$ cat config.mk
export PLATFORM = sky130hd
export DESIGN_NAME = display_scan_controller
export DESIGN_NICKNAME = d
export VERILOG_FILES = /design/src/rtl/display_pkg.sv /design/src/rtl/bin_to_bcd_seq.sv /design/src/rtl/display_scan_controller.sv
export SDC_FILE = /design/constraint.sdc
export NUM_CORES = 1
export LEC_CHECK = 0
export BUFFER_PORTS_ARGS = -buffer_cell sky130_fd_sc_hd__buf_2
export CELL_PAD_IN_SITES_DETAIL_PLACEMENT = 0
export CELL_PAD_IN_SITES_GLOBAL_PLACEMENT = 1
export CORE_MARGIN = 2
export CORE_UTILIZATION = 25
export DETAILED_ROUTE_END_ITERATION = 6
export GPL_TIMING_DRIVEN = 0
export PLACE_DENSITY = 0.52
export SETUP_SLACK_MARGIN = 0.2
export SLEW_MARGIN = 20
export SYNTH_ARGS = -nofsm -noshare
export SYNTH_HDL_FRONTEND = slang
export SYNTH_SLANG_ARGS = --single-unit
export TNS_END_PERCENT = 5
$ cat constraint.sdc
create_clock -name clk -period 2.2 [get_ports clk]
set_input_delay 0.11 -clock clk [delete_from_list [all_inputs] [get_ports clk]]
set_output_delay 0.11 -clock clk [all_outputs]
set_load 0.005 [all_outputs]
$ cat src/rtl/display_pkg.sv
// Shared constants and types for the 4-digit seven-segment scan controller.
package display_pkg;

    localparam int unsigned NUM_DIGITS  = 4;
    localparam int unsigned MAX_DISPLAY = 9999;

    localparam logic [NUM_DIGITS-1:0] ANODE_ALL_OFF = 4'b1111;

    typedef enum logic [1:0] {
        IDLE  = 2'd0,
        SHIFT = 2'd1,
        DONE  = 2'd2
    } conv_state_e;

    typedef logic [3:0] bcd_digit_t;

endpackage

$ cat src/rtl/bin_to_bcd_seq.sv
// Sequential double-dabble converter: saturates the input to 9999 and produces
// four packed BCD digits BIN_WIDTH+1 cycles after start is accepted.
module bin_to_bcd_seq
    import display_pkg::*;
#(
    parameter int unsigned BIN_WIDTH = 14
) (
    input  logic                 clk,
    input  logic                 reset,
    input  logic                 start,
    input  logic [BIN_WIDTH-1:0] bin,
    output logic                 busy,
    output logic                 done,
    output logic [15:0]          bcd,
    output logic                 ovf
);

    localparam int unsigned BCD_W = NUM_DIGITS * 4;
    localparam int unsigned CNT_W = $clog2(BIN_WIDTH);
    localparam logic [BIN_WIDTH-1:0] SAT_VALUE = BIN_WIDTH'(MAX_DISPLAY);
    localparam logic [CNT_W-1:0]     LAST_STEP = CNT_W'(BIN_WIDTH - 1);

    conv_state_e          state_q, state_d;
    logic [CNT_W-1:0]     cnt_q, cnt_d;
    logic [BCD_W-1:0]     bcd_q, bcd_d, adj_c;
    logic [BIN_WIDTH-1:0] bin_q, bin_d;
    logic                 busy_q, busy_d;
    logic                 ovf_q, ovf_d;

    // Add-3 correction on every BCD digit that has reached 5.
    always_comb begin
        adj_c = bcd_q;
        for (int i = 0; i < int'(NUM_DIGITS); i++) begin
            if (bcd_q[4*i +: 4] >= 4'd5) begin
                adj_c[4*i +: 4] = bcd_q[4*i +: 4] + 4'd3;
            end
        end
    end

    always_ff @(posedge clk) begin
        if (reset) begin
            state_q <= IDLE;
            cnt_q   <= '0;
            bcd_q   <= '0;
            bin_q   <= '0;
            busy_q  <= 1'b0;
            ovf_q   <= 1'b0;
        end else begin
            state_q <= state_d;
            cnt_q   <= cnt_d;
            bcd_q   <= bcd_d;
            bin_q   <= bin_d;
            busy_q  <= busy_d;
            ovf_q   <= ovf_d;
        end
    end

    always_comb begin
        state_d = state_q;
        cnt_d   = cnt_q;
        bcd_d   = bcd_q;
        bin_d   = bin_q;
        busy_d  = busy_q;
        ovf_d   = ovf_q;
        unique case (state_q)
            IDLE: begin
                if (start) begin
                    ovf_d   = (bin > SAT_VALUE);
                    bin_d   = (bin > SAT_VALUE) ? SAT_VALUE : bin;
                    bcd_d   = '0;
                    cnt_d   = '0;
                    busy_d  = 1'b1;
                    state_d = SHIFT;
                end
            end
            SHIFT: begin
                {bcd_d, bin_d} = {adj_c, bin_q} << 1;
                cnt_d          = cnt_q + 1'b1;
                if (cnt_q == LAST_STEP) begin
                    state_d = DONE;
                end
            end
            DONE: begin
                busy_d  = 1'b0;
                state_d = IDLE;
            end
            default: state_d = IDLE;
        endcase
    end

    assign busy = busy_q;
    assign done = (state_q == DONE);
    assign bcd  = bcd_q;
    assign ovf  = ovf_q;

endmodule

$ cat src/rtl/display_scan_controller.sv
// Converts a binary value to BCD and time-multiplexes the four digits onto an
// active-low anode bus. Optional macro LEADING_ZERO_BLANK_EN blanks leading zeros.
module display_scan_controller
    import display_pkg::*;
#(
    parameter int unsigned BIN_WIDTH   = 14,
    parameter int unsigned REFRESH_DIV = 100000
) (
    input  logic                  clk,
    input  logic                  reset,
    input  logic [BIN_WIDTH-1:0]  value,
    input  logic                  load,
    output logic                  busy,
    output logic                  overflow,
    output logic [3:0]            digit,
    output logic [NUM_DIGITS-1:0] anode
);

    localparam int unsigned PRE_W  = $clog2(REFRESH_DIV);
    localparam int unsigned IDX_W  = $clog2(NUM_DIGITS);
    localparam int unsigned DISP_W = NUM_DIGITS * 4;
    localparam logic [PRE_W-1:0]      PRE_LAST    = PRE_W'(REFRESH_DIV - 1);
    localparam logic [NUM_DIGITS-1:0] ANODE_SLOT0 = ~NUM_DIGITS'(1);

    logic                  conv_done;
    logic [DISP_W-1:0]     conv_bcd;
    logic [DISP_W-1:0]     disp_q, disp_d;
    logic [PRE_W-1:0]      pre_q, pre_d;
    logic [IDX_W-1:0]      idx_q, idx_d;
    logic [NUM_DIGITS-1:0] anode_q, anode_d;
    bcd_digit_t            digit_q, digit_d;
    logic                  slot_end;

    bin_to_bcd_seq #(
        .BIN_WIDTH(BIN_WIDTH)
    ) u_conv (
        .clk   (clk),
        .reset (reset),
        .start (load),
        .bin   (value),
        .busy  (busy),
        .done  (conv_done),
        .bcd   (conv_bcd),
        .ovf   (overflow)
    );

    always_ff @(posedge clk) begin
        if (reset) begin
            disp_q  <= '0;
            pre_q   <= '0;
            idx_q   <= '0;
            anode_q <= ANODE_SLOT0;
            digit_q <= '0;
        end else begin
            disp_q  <= disp_d;
            pre_q   <= pre_d;
            idx_q   <= idx_d;
            anode_q <= anode_d;
            digit_q <= digit_d;
        end
    end

    // Outputs are computed from next-state values so a DONE landing on a slot
    // change shows the new digit on the very same edge.
    always_comb begin
        slot_end = (pre_q == PRE_LAST);
        disp_d   = conv_done ? conv_bcd : disp_q;
        pre_d    = slot_end ? '0 : pre_q + 1'b1;
        idx_d    = slot_end ? idx_q + 1'b1 : idx_q;
        digit_d  = disp_d[{idx_d, 2'b00} +: 4];
        anode_d  = ~(NUM_DIGITS'(1) << idx_d);
`ifdef LEADING_ZERO_BLANK_EN
        if ((idx_d != '0) && ((disp_d >> {idx_d, 2'b00}) == '0)) begin
            anode_d = ANODE_ALL_OFF;
        end
`endif
    end

    assign anode = anode_q;
    assign digit = digit_q;

endmodule

**Word-level counts from Yosys, hierarchy flattened**

Cells that the tools add are included.

- Bits in registers: 81
- Input port bits: 17
- Output and inout port bits: 10

- Add/sub/neg operators: 7
- Magnitude comparators: 5
- Eq/ne operators: 6
- Shift operators: 2
- Multiplexer cells: 18
- Bitwise logic cells: 1
- Reductions and logical operators: 8

Operators with widths:

| kind | count |
|---|---|
| two-way mux 16 bit | 2 |
| case mux 16 bit (2 select lines) | 1 |
| two-way mux 14 bit | 2 |
| case mux 14 bit (2 select lines) | 1 |
| adder 17 x 1 -> 17 bit (second input constant) | 1 |
| equality test 17 bit (second input constant) | 1 |
| greater-or-equal comparator 4 x 3 -> 1 bit (second input constant) | 4 |
| two-way mux 4 bit | 4 |
| variable part select 16 x 5 -> 4 bit | 1 |
| > comparator 14 bit (second input constant) | 1 |
| adder 4 x 2 -> 4 bit (second input constant) | 3 |
| case mux 4 bit (2 select lines) | 1 |
| AND reduction 2 bit | 4 |
| two-way mux 2 bit | 3 |
| adder 4 x 1 -> 4 bit (second input constant) | 1 |
| equality test 4 bit (second input constant) | 1 |
| NOT 4 bit | 1 |
| case mux 2 bit (2 select lines) | 1 |
| nonzero test 2 bit | 2 |
| left shift 1 x 2 -> 4 bit (first input constant) | 1 |
| adder 3 x 2 -> 3 bit (second input constant) | 1 |
| two-way mux 3 bit | 1 |
| adder 2 x 1 -> 2 bit (second input constant) | 1 |
| equality test 2 x 1 -> 1 bit (second input constant) | 1 |
| other kinds (7) | 7 |

**Logic depth before layout (Yosys ltp)**

Gate-level depths: netlist of the first run.

- Depth in word-level cells: 4
- Mapped depth: 8

**Hierarchy**

A second synthesis of the first run with hierarchy kept.

- Cells, all modules: 383
- Area, all modules: 3628.5 µm²

By module, submodules not included:

| module | instances | cells each | area an instance (µm²) | seq. area each (µm²) |
|---|---|---|---|---|
| display_scan_controller | 1 | 179 | 1861.8 | 860.8 |
| bin_to_bcd_seq | 1 | 204 | 1766.7 | 760.7 |

**Least setup slack after synthesis of the first run**

No wires, ideal clock.

- Path type: register to register
- Start point: register pre_q[6]
- End point: register digit_q[1] (netlist: digit[1])
- Library setup time: 0.133 ns
- Arrival time: 1.803 ns
- Path slack: 0.265 ns
- Cell stages (with the launch flop): 7
- Path buffers: 1
- Clock period less this slack: 1.935 ns
- Cell sequence: dfxtp_1 > or4b_4 > nor4_4 > buf_6 > nand3_1 > a21oi_1 > a211oi_2

- Word-level cells in the longest chain between the ends: 3

RTL lines:

| element | RTL line | source |
|---|---|---|
| from (decl) | display_scan_controller.sv:28 | `logic [PRE_W-1:0] pre_q, pre_d;` |
| from (signal assigned) | display_scan_controller.sv:56 | `pre_q <= pre_d;` |
| equality test 17 bit | display_scan_controller.sv:66 | `slot_end = (pre_q == PRE_LAST);` |
| two-way mux 2 bit | display_scan_controller.sv:69 | `idx_d = slot_end ? idx_q + 1'b1 : idx_q;` |
| variable part select 16 x 5 -> 4 bit | display_scan_controller.sv:70 | `digit_d = disp_d[{idx_d, 2'b00} +: 4];` |
| to (signal assigned) | display_scan_controller.sv:59 | `digit_q <= digit_d;` |
| to (decl) | display_scan_controller.sv:31 | `bcd_digit_t digit_q, digit_d;` |

Every way passes these cells.
A chain may end at the register's enable or synchronous reset.

**Worst setup path in the final report of the first run**

- Start point: register pre_q[8]
- End point: register digit_q[0] (netlist: digit[0])

Same word-level chain as after synthesis.

==> metrics list, run 1 <==
- The floorplan step defined a core boundary enclosing 14530 um^2.
- Of the cells placed in the final design, the portion with a size suffix greater than 1 is 17.15%.
- ANT nets after route: 0
- Instance count after placement with tap cells included: 645
- Maximum number of pins on one net before global-route repair: 14
- HPWL after detailed placement: 6.805 mm
- Of all nets on the critical path, the largest fanout is 10.
* Highest cell delay on the worst timing path: 540 ps
- Summed over all nets, wire length on met2 after detailed routing comes to 4.435 mm.
* Total number of yosys warnings: 0
- Horizontal extent of the die: 125.8 um
- Critical path data required time: 2400 ps
* Max Buffers Root-to-Sink: 2
- Data on the critical path arrives at its endpoint at 2140 ps.
* Clock latency on the worst-skew pair: 340 ps
* Slew at the pin with the worst max-slew slack: 678.3 ps
* Number of port buffers: 25
* Pwr per Cell Area: 740.2 nW/um^2
- The pre-antenna-repair detailed-routing pass consisted of 4 iterations.
- For this configuration, the core starts out at a cell density of 25.51%.
- Endpoints failing hold: 0
* Avg Cell Area, Syn: 8.503 um^2
* Worst setup EP type: flip-flop
- The number of nets in the synthesized netlist is 464.
- IR analysis of the VDD net gives a maximum drop of 0.3457 mV.
* Flip-flop and latch count after synthesis: 81
* Slack of the worst reg-to-reg path: 260 ps
- M1 WL: 4.646 mm
* Clock tree skew after final layout: 6.381 ps
- Using the TritonRoute via totals, the vias-per-cell ratio works out to 4.696.
- Top sig layer: met4
* Top_reg_cell synth: sky130_fd_sc_hd__dfxtp_1
* Gate count after technology mapping: 436
- For this block, the via count after detailed routing is 3137.
- The first global-routing pass estimated 15.72 mm of wire.
- For this run, design rule violations remaining after detail routing come to 0.
- The largest individual stage delay along the critical path comes from the cell sky130_fd_sc_hd__or4b_4.
* Fraction of the yosys area taken by sequential cells: 43.74%
* Number of design-rule violations left by the first detailed-router iteration: 220
* Ys async rst share: 0%
- Class of the most critical setup path: flip-flop to flip-flop
- Htree depth: 3
* CP delay by family, top: simple AND/OR/NAND/NOR gates
- The via count of the first global-routing pass is 3021.
- NumNets Final: 507
- Global routing used 12.80% of the available tracks.
* Antenna violations before repair: 0
* Clock slew at the register clock pins of the worst setup and hold paths: 60 ps
- Final Wtd Congestion: 0.7459
* Achievable clock frequency: 0.5144 GHz
* Routed len/inst: 14.40 um
* IO Pins: 27
- Area of the die: 15820 um^2
- TritonCTS built the clock tree.
* Clock period minus worst slack: 1944 ps
- Number of sinks on the clock net: 81
- Area overhead of the layout relative to synthesis: 21.57%
- The floorplan step set the die height to 125.8 um.
* Number of enable flip-flop cells after synthesis: 0
* Worst setup margin: 256.0 ps
* Max-cap violations: 0
* Post-Layout Cell Count: 668
* Antenna Diode Count: 0
- Post-synthesis cell type count: 49
- Measured against its own limit, the worst slew margin works out to 54.78%.
- The routed design has 9.618 mm of wire.
* HP Class: primary input to flip-flop
- Utilization after layout: 31.01%
* Number of buffers created by CTS: 9
- The mapped netlist covers 3707 um^2.
* Worst setup slack after placement: -151.7 ps
- Max-slew violations: 0
- The most numerous cell type found on the critical path is sky130_fd_sc_hd__buf_6.
- STA classifies the critical path startpoint as a flip-flop.
* Result of the run: completed
* Final total power: 3.336 mW
- Total gr overflow: 0
- Hold_buf cts: 0
* Number of buffer and inverter instances along the worst setup path: 2
- The analysis attributes to cell leakage a power of 1.731 nW.
- The cell sitting at the root of the clock tree is a sky130_fd_sc_hd__clkbuf_16.
- Crit path cell chain: or4b_4 -> nor4_4 -> buf_6 -> buf_6 -> nand3_1 -> a21oi_2 -> a211oi_2
- Site row count: 44
- The final critical path takes up 88.36% of the cycle.
- Setup repair after global routing could not meet its margin everywhere.
* Setup tns final: 0 ps
- WL met3: 295 um
* Final setup viols: 0
[stage by stage]
step / cell area, um^2 / hold slack [ps]
CTS: 4439 / 12.51
finish: 4507 / 22.07
floorplan: 3707 / 256.3
global route: 4507 / 27.11
detailed placement: 4063 / 380.5
global placement: 4063 / 371.2
[per-layer routing]
metal	vias to the layer above	global-route usage, %
met2	38	20.00
met1	1470	16.61
met5	-	0
li1	1616	-
met4	0	7.628
met3	13	2.167
[path summary, 6_finish.rpt]
| check | startpoint | cells after the start | endpoint |
|---|---|---|---|
| setup / recovery | pre_q[8]$_SDFF_PP0_ | 7 | digit[0]$_SDFF_PP0_ |
| hold / removal | value[7] | 3 | u_conv.bin_q[7]$_SDFFE_PP0P_ |
| setup reg to reg | pre_q[8]$_SDFF_PP0_ | 7 | digit[0]$_SDFF_PP0_ |
| hold reg to reg | pre_q[0]$_SDFF_PP0_ | 1 | pre_q[0]$_SDFF_PP0_ |
[area by class of cell]
type	instances	area [um^2]
fill	1597	10030
clock buffer	13	280.3
timing repair buffer	32	181.4
buffer	23	108.9
inverter	16	60.06
clock inverter	3	46.29
tap	184	230.2
sequential	81	1630
multi-input combinational	316	1969
[cell families (layout without fill, tap and decap cells)]
family | count (synthesis) | count (layout) | synth area share [%]
XOR/XNOR | 21 | 21 | 4.961
AO/OA/AOI/OAI | 74 | 74 | 13.23
adder cells (fa/ha/maj) | 11 | 11 | 3.712
flip-flops | 81 | 81 | 43.74
AND/OR/NAND/NOR | 194 | 194 | 25.11
multiplexers | 16 | 16 | 4.995
buffers and inverters | 39 | 87 | 4.252
[cells in the mapped netlist (all sizes together), types with 6 or more instances]
cell | n | area, um^2
a222oi | 6 | 60.06
a22oi | 7 | 52.55
xnor2 | 12 | 105.1
ha | 11 | 137.6
nand4 | 7 | 43.79
mux2i | 14 | 140.1
dfxtp | 81 | 1622
nand2b | 7 | 43.79
a21oi | 28 | 143.9
nand2 | 25 | 93.84
nor4 | 11 | 83.83
xor2 | 9 | 78.83
o21ai | 13 | 65.06
nor2 | 94 | 352.8
nand3 | 20 | 100.1
inv | 15 | 56.30
nor3 | 10 | 50.05
clkbuf | 19 | 71.32
[state kept, by name, summed over array words and instances (netlist names)]
| register | count |
|---|---|
| u_conv.bin_q | 14 |
| u_conv.cnt_q | 4 |
| disp_q | 16 |
| digit | 4 |
| pre_q | 17 |
| u_conv.state_q | 2 |
| u_conv.ovf | 1 |
| idx_q | 2 |
| anode | 4 |
| u_conv.bcd | 16 |
| u_conv.busy | 1 |
[timing repair]
action                                  in CTS  in global routing
gates cloned                                 0                  0
setup buffers                                5                  2
gates resized for setup                      5                 18
endpoints found under the setup margin      18                 21
pin swaps                                    1                  2
[worst min-delay path, stage by stage]
cell	delay [ps]
sky130_fd_sc_hd__buf_2	90
sky130_fd_sc_hd__a222oi_1	60
sky130_fd_sc_hd__nor2_1	80
[layout by cell type, fill, tap and decap left out, types with 4 or more instances in the layout]
cell,n
sky130_fd_sc_hd__a21oi_1,25
sky130_fd_sc_hd__mux2i_1,12
sky130_fd_sc_hd__o21ai_0,12
sky130_fd_sc_hd__nand2_1,25
sky130_fd_sc_hd__nand3_1,20
sky130_fd_sc_hd__nor3_1,9
sky130_fd_sc_hd__ha_1,10
sky130_fd_sc_hd__nand4_1,7
sky130_fd_sc_hd__buf_4,6
sky130_fd_sc_hd__dfxtp_2,7
sky130_fd_sc_hd__or3_1,4
sky130_fd_sc_hd__clkbuf_8,4
sky130_fd_sc_hd__nor4_1,10
sky130_fd_sc_hd__clkbuf_16,9
sky130_fd_sc_hd__nand2b_1,7
sky130_fd_sc_hd__dfxtp_1,74
sky130_fd_sc_hd__a22oi_1,7
sky130_fd_sc_hd__xnor2_1,12
sky130_fd_sc_hd__o211ai_1,4
sky130_fd_sc_hd__clkbuf_1,17
sky130_fd_sc_hd__buf_2,26
sky130_fd_sc_hd__inv_1,15
sky130_fd_sc_hd__nor2_1,94
sky130_fd_sc_hd__a222oi_1,6
sky130_fd_sc_hd__xor2_1,9
[where the power goes]
group          total (mW)  internal [mW]  switching, mW
registers            1.52           1.50         0.0241
clock network        1.63           1.01          0.625
logic               0.181         0.0609          0.121
total                3.34           2.57          0.769
Power figures use the tool's default switching activity.
==> inputs of run 2 (changes only) <==
--- a/config.mk
+++ b/config.mk
@@ -12,10 +12,11 @@
 export CORE_UTILIZATION = 25
 export DETAILED_ROUTE_END_ITERATION = 6
 export GPL_TIMING_DRIVEN = 0
-export PLACE_DENSITY = 0.52
+export PLACE_DENSITY = 0.51
 export SETUP_SLACK_MARGIN = 0.2
 export SLEW_MARGIN = 20
 export SYNTH_ARGS = -nofsm -noshare
 export SYNTH_HDL_FRONTEND = slang
+export SYNTH_HIERARCHICAL = 1
 export SYNTH_SLANG_ARGS = --single-unit
 export TNS_END_PERCENT = 5
==> constraint.sdc (replaced) <==
create_clock -name clk -period 2.2 [get_ports clk]
set_input_delay 0.33 -clock clk [delete_from_list [all_inputs] [get_ports clk]]
set_output_delay 0.33 -clock clk [all_outputs]
set_load 0.005 [all_outputs]
==> run 2 against run 1 <==
Effect of this change: combinational power down 3%; sequential share of layout area up 0.52 points; global-route usage fell by 1.2 points; clock-buffer cell count down 2; setup slack got worse by 4.7 ps; wire length decreased by 12%; fmax shrank 0.24%; flip-flop and latch count stayed put; critical path type unchanged; largest cell class unchanged; highest routed layer unchanged.
==> metrics list, run 2 <==
* Detailed Routing Iterations Pass 1: 4
- Timing analysis after detailed placement gives a worst setup slack of -342.3 ps.
- Top post-synthesis cells by count: 81 x sky130_fd_sc_hd__dfxtp_1, 69 x sky130_fd_sc_hd__nor2_1, 23 x sky130_fd_sc_hd__nand2_1, 20 x sky130_fd_sc_hd__mux2i_1
- Synthesized net count: 411
- Entering global routing, the biggest net connects 14 pins.
- Among all flip-flop cells after synthesis, the most frequent one is sky130_fd_sc_hd__dfxtp_1.
- Clock slew at the register clock pins of the worst setup and hold paths: 60 ps
* Post-synthesis simple-gate area fraction: 20.21%
- For this run, the post-layout net count is 454.
- Fraction of layout instances using a drive strength above 1: 19.77%
* FILL cells: 1502
- ANT nets after route: 0
- The initial utilization of the core area, before any placement, comes to 25.25%.
* Achievable clock frequency: 0.5132 GHz
* Critical path data required time: 2430 ps
- Slew at the pin with the worst max-slew slack: 752.1 ps
- Post-synthesis cell type count: 46
- Arrival time of data at the critical path endpoint: 2180 ps
* Main combinational cell family by area after synthesis: simple AND/OR/NAND/NOR gates
- The congestion estimate from routability-driven global placement came to 0.6967.
- Number of buffers created by CTS: 9
- Leak pwr: 1.667 nW
* Area fraction of the dominant cell type after synthesis: 44.69%
- Internal portion of total power: 2.740 mW
* Remaining max-slew budget at the tightest pin: 49.76%
- Leaving out fill and tap cells, the most frequent cell in the layout is sky130_fd_sc_hd__dfxtp_1.
- Highest cell delay on the worst timing path: 360 ps
- Number of design-rule violations left by the first detailed-router iteration: 127
* Fraction of the yosys area taken by sequential cells: 44.69%
- For this run, asynchronously set or reset flops after synthesis account for 0%.
* Biggest area contributors in the synthesized netlist: sky130_fd_sc_hd__dfxtp_1 45%, sky130_fd_sc_hd__nor2_1 7.1%, sky130_fd_sc_hd__mux2i_1 5.5%
- The final hold violation count was 0.
- pre_q holds more flip-flops than any other register.
- Clock tree synthesis selected as its root buffer the cell sky130_fd_sc_hd__clkbuf_16.
* Proportion of power drawn by the clock network: 51.0%
* Htree depth: 3
* Routed len/inst: 13.83 um
- After synthesis, the share of cell area in mux cells is 10.90%.
* Fin crit share: 88.58%
- VDD sags by at most 0.4386 mV.
* Antenna violations before repair: 0
- Setup repair after global routing could not meet its margin everywhere.
- Once placement completed, the tool counted placed cells totaling 593.
- Routed wire length: 8.489 mm
* Class of the most critical setup path: flip-flop to flip-flop
- The count of pins over their slew limit is 0.
- Combinational logic is responsible for 5.1% of the overall power.
- Across the run, the number of max-cap violations was 0.
* Gate count after technology mapping: 383
* Commonest non-fill, non-tap cells in the layout: 75 x sky130_fd_sc_hd__dfxtp_1, 69 x sky130_fd_sc_hd__nor2_1, 31 x sky130_fd_sc_hd__buf_2
- Of all nets on the critical path, the largest fanout is 5.
- Post-synthesis xor/xnor area fraction: 5.552%
- In the routed design, unresolved DRC markers number 0.
- STA classifies the critical path startpoint as a flip-flop.
- In this run, synthesis produced a sequential element count of 81.
- CTS tree: done
- Final setup viols: 0
- In this run the horizontal extent of the chip is 124.5 um.
- In this run switching power makes up 21.07% of total power.
* Antenna Diode Count: 0
* Avg Cell Area, Syn: 9.474 um^2
* Clock tree skew after final layout: 8.036 ps
* Site row count: 44
- Total number of vias: 2842
* Vias in the first global route: 2797
- Setup slack on the critical path of the routed design comes to 251.3 ps.
* Utilization after layout: 30.95%
- Flip-flop count of the largest register, all copies and words added: 17
- Yosys mapped a number of flops with a built-in enable equal to 0.
- Area of the die: 15490 um^2
- Worst setup EP type: flip-flop
- Max Buffers Root-to-Sink: 2
- Total gr overflow: 0
* Cell with the biggest individual delay on the critical path: sky130_fd_sc_hd__dfxtp_4
- Portion of total power attributed to sequential cells: 44.0%
- After Yosys synthesis, full adders, half adders and majority gates account for 3.793% of the synthesized area.
- Cell repeated most along the worst path: sky130_fd_sc_hd__and4_4
- Pin placement for this block handled 27 I/O pins.
- HP Class: primary input to flip-flop
* Clock latency on the worst-skew pair: 340 ps
* Avg Vias per Cell: 4.629
* Area overhead of the layout relative to synthesis: 22.55%
* Core footprint: 14370 um^2
* Most used standard cell by instance count after synthesis: sky130_fd_sc_hd__dfxtp_1
- For this design the total switching power over the nets is 0.7315 mW.
- After legalization and detailed placement, the total HPWL measured 5.956 mm.
- The number of hold buffers added after CTS was 0.
- During placement, the flow inserted port buffers numbering 26.
- Final total power: 3.471 mW
* Share of the synthesized area in compound gates (AO/OA/AOI/OAI): 11.38%
- Measured along the y axis, the die boundary spans 124.5 um.
- Mapped cell area: 3628 um^2
- Walking the worst path, the cells encountered are ha_4 -> and4_4 -> and4_4 -> xnor2_4 -> buf_2 -> mux4_2 -> a22o_1.
- Clock period minus worst slack: 1949 ps
- The largest total area in the synthesized netlist belongs to sky130_fd_sc_hd__dfxtp_1.
* Wire length of the first global-routing pass: 14.41 mm
- On the final layout, the worst hold slack is 249.1 ps.
- The worst register-to-register path has a setup slack of 250 ps.
- Number of sinks on the clock net: 81
- For this run, the total global-route usage over all layers was measured as 11.62%.
- Result of the run: completed
- Post-Layout Cell Count: 614
* Total number of yosys warnings: 6
- Pwr per Cell Area: 780.6 nW/um^2
==> run 2: cell count changes in the layout (fill, tap and decap cells not counted), sizes merged, moves of 5 or more <==
cell / previous run / this run
a21oi: 28 / 14
nand3: 20 / 11
buf: 35 / 40
clkbuf: 33 / 20
nor4: 11 / 6
nor2: 94 / 69
mux4: 2 / 7
mux2i: 14 / 20
a22oi: 7 / 0
a22o: 0 / 8
==> run 2: cell type report <==
class	count	area, um^2	area share [%]
multi-input combinational	272	1924	43.28
sequential	81	1632	36.69
clock buffer	11	252.7	5.684
tap	184	230.2	5.177
timing repair buffer	32	172.7	3.883
clock inverter	4	98.84	2.223
buffer	17	87.58	1.970
inverter	13	48.80	1.097
==> run 2: what timing repair did <==
| action | CTS | global route |
|---|---|---|
| setup endpoints to repair | 29 | 15 |
| resized for setup | 14 | 5 |
| pin swaps | 2 | 6 |
| setup buffers | 2 | 3 |
| endpoints found under the hold margin | 0 | 0 |
| cloned | 1 | 0 |
==> run 2: per-layer routing <==
| metal | share of wire, % | track usage, % | up-vias |
|---|---|---|---|
| li1 | - | - | 1433 |
| met1 | 49 | 14.40 | 1359 |
| met2 | 47 | 18.74 | 42 |
| met3 | 3.3 | 4.167 | 8 |
| met4 | 1.3 | 3.900 | 0 |
| met5 | 0 | 0 | - |
==> run 2: path summary, 6_finish.rpt <==
path / start / depth (start not counted) / to
min reg2reg: u_conv/bin_q[0]$_SDFFE_PP0P_ / 2 / u_conv/bin_q[0]$_SDFFE_PP0P_
max reg2reg: pre_q[0]$_SDFF_PP0_ / 7 / digit[3]$_SDFF_PP0_
min: value[7] / 3 / u_conv/bin_q[7]$_SDFFE_PP0P_
max: pre_q[0]$_SDFF_PP0_ / 7 / digit[3]$_SDFF_PP0_
==> run 2: worst max-delay path: cells and delay by family (launching register included) <==
kind / cells / cell delay, ps
mux: 1 / 320
fa+ha+maj: 1 / 130
compound gates: 1 / 180
flops: 1 / 360
buf+inv: 1 / 190
simple gates: 2 / 520
xor+xnor: 1 / 140
==> run 2: stage by stage <==
step | setup TNS [ps] | area (um^2)
final | 0 | 4447
after global routing | 0 | 4447
after CTS | 0 | 4408
after detailed placement | -3155 | 3989
after global placement | -2988 | 3989
after floorplan | 0 | 3628
==> run 2: logic make-up (layout without fill, tap and decap cells) <==
logic type	after synthesis	count (layout)
buffers and inverters	30	77
and+or+nand+nor	151	151
muxes	29	29
DFF	81	81
xor gates and xnor gates	23	23
AOI/OAI and AO/OA	58	58
adders and majority gates	11	11
==> run 2: power by group through the flow <==
stage               Combinational (mW)  Clock (mW)  Sequential (mW)
floorplan                        0.108           0             1.55
global placement                 0.168           0             1.56
detailed placement               0.170           0             1.56
CTS                              0.175        1.83             1.53
global route                     0.199        1.89             1.53
finish                           0.176        1.77             1.53
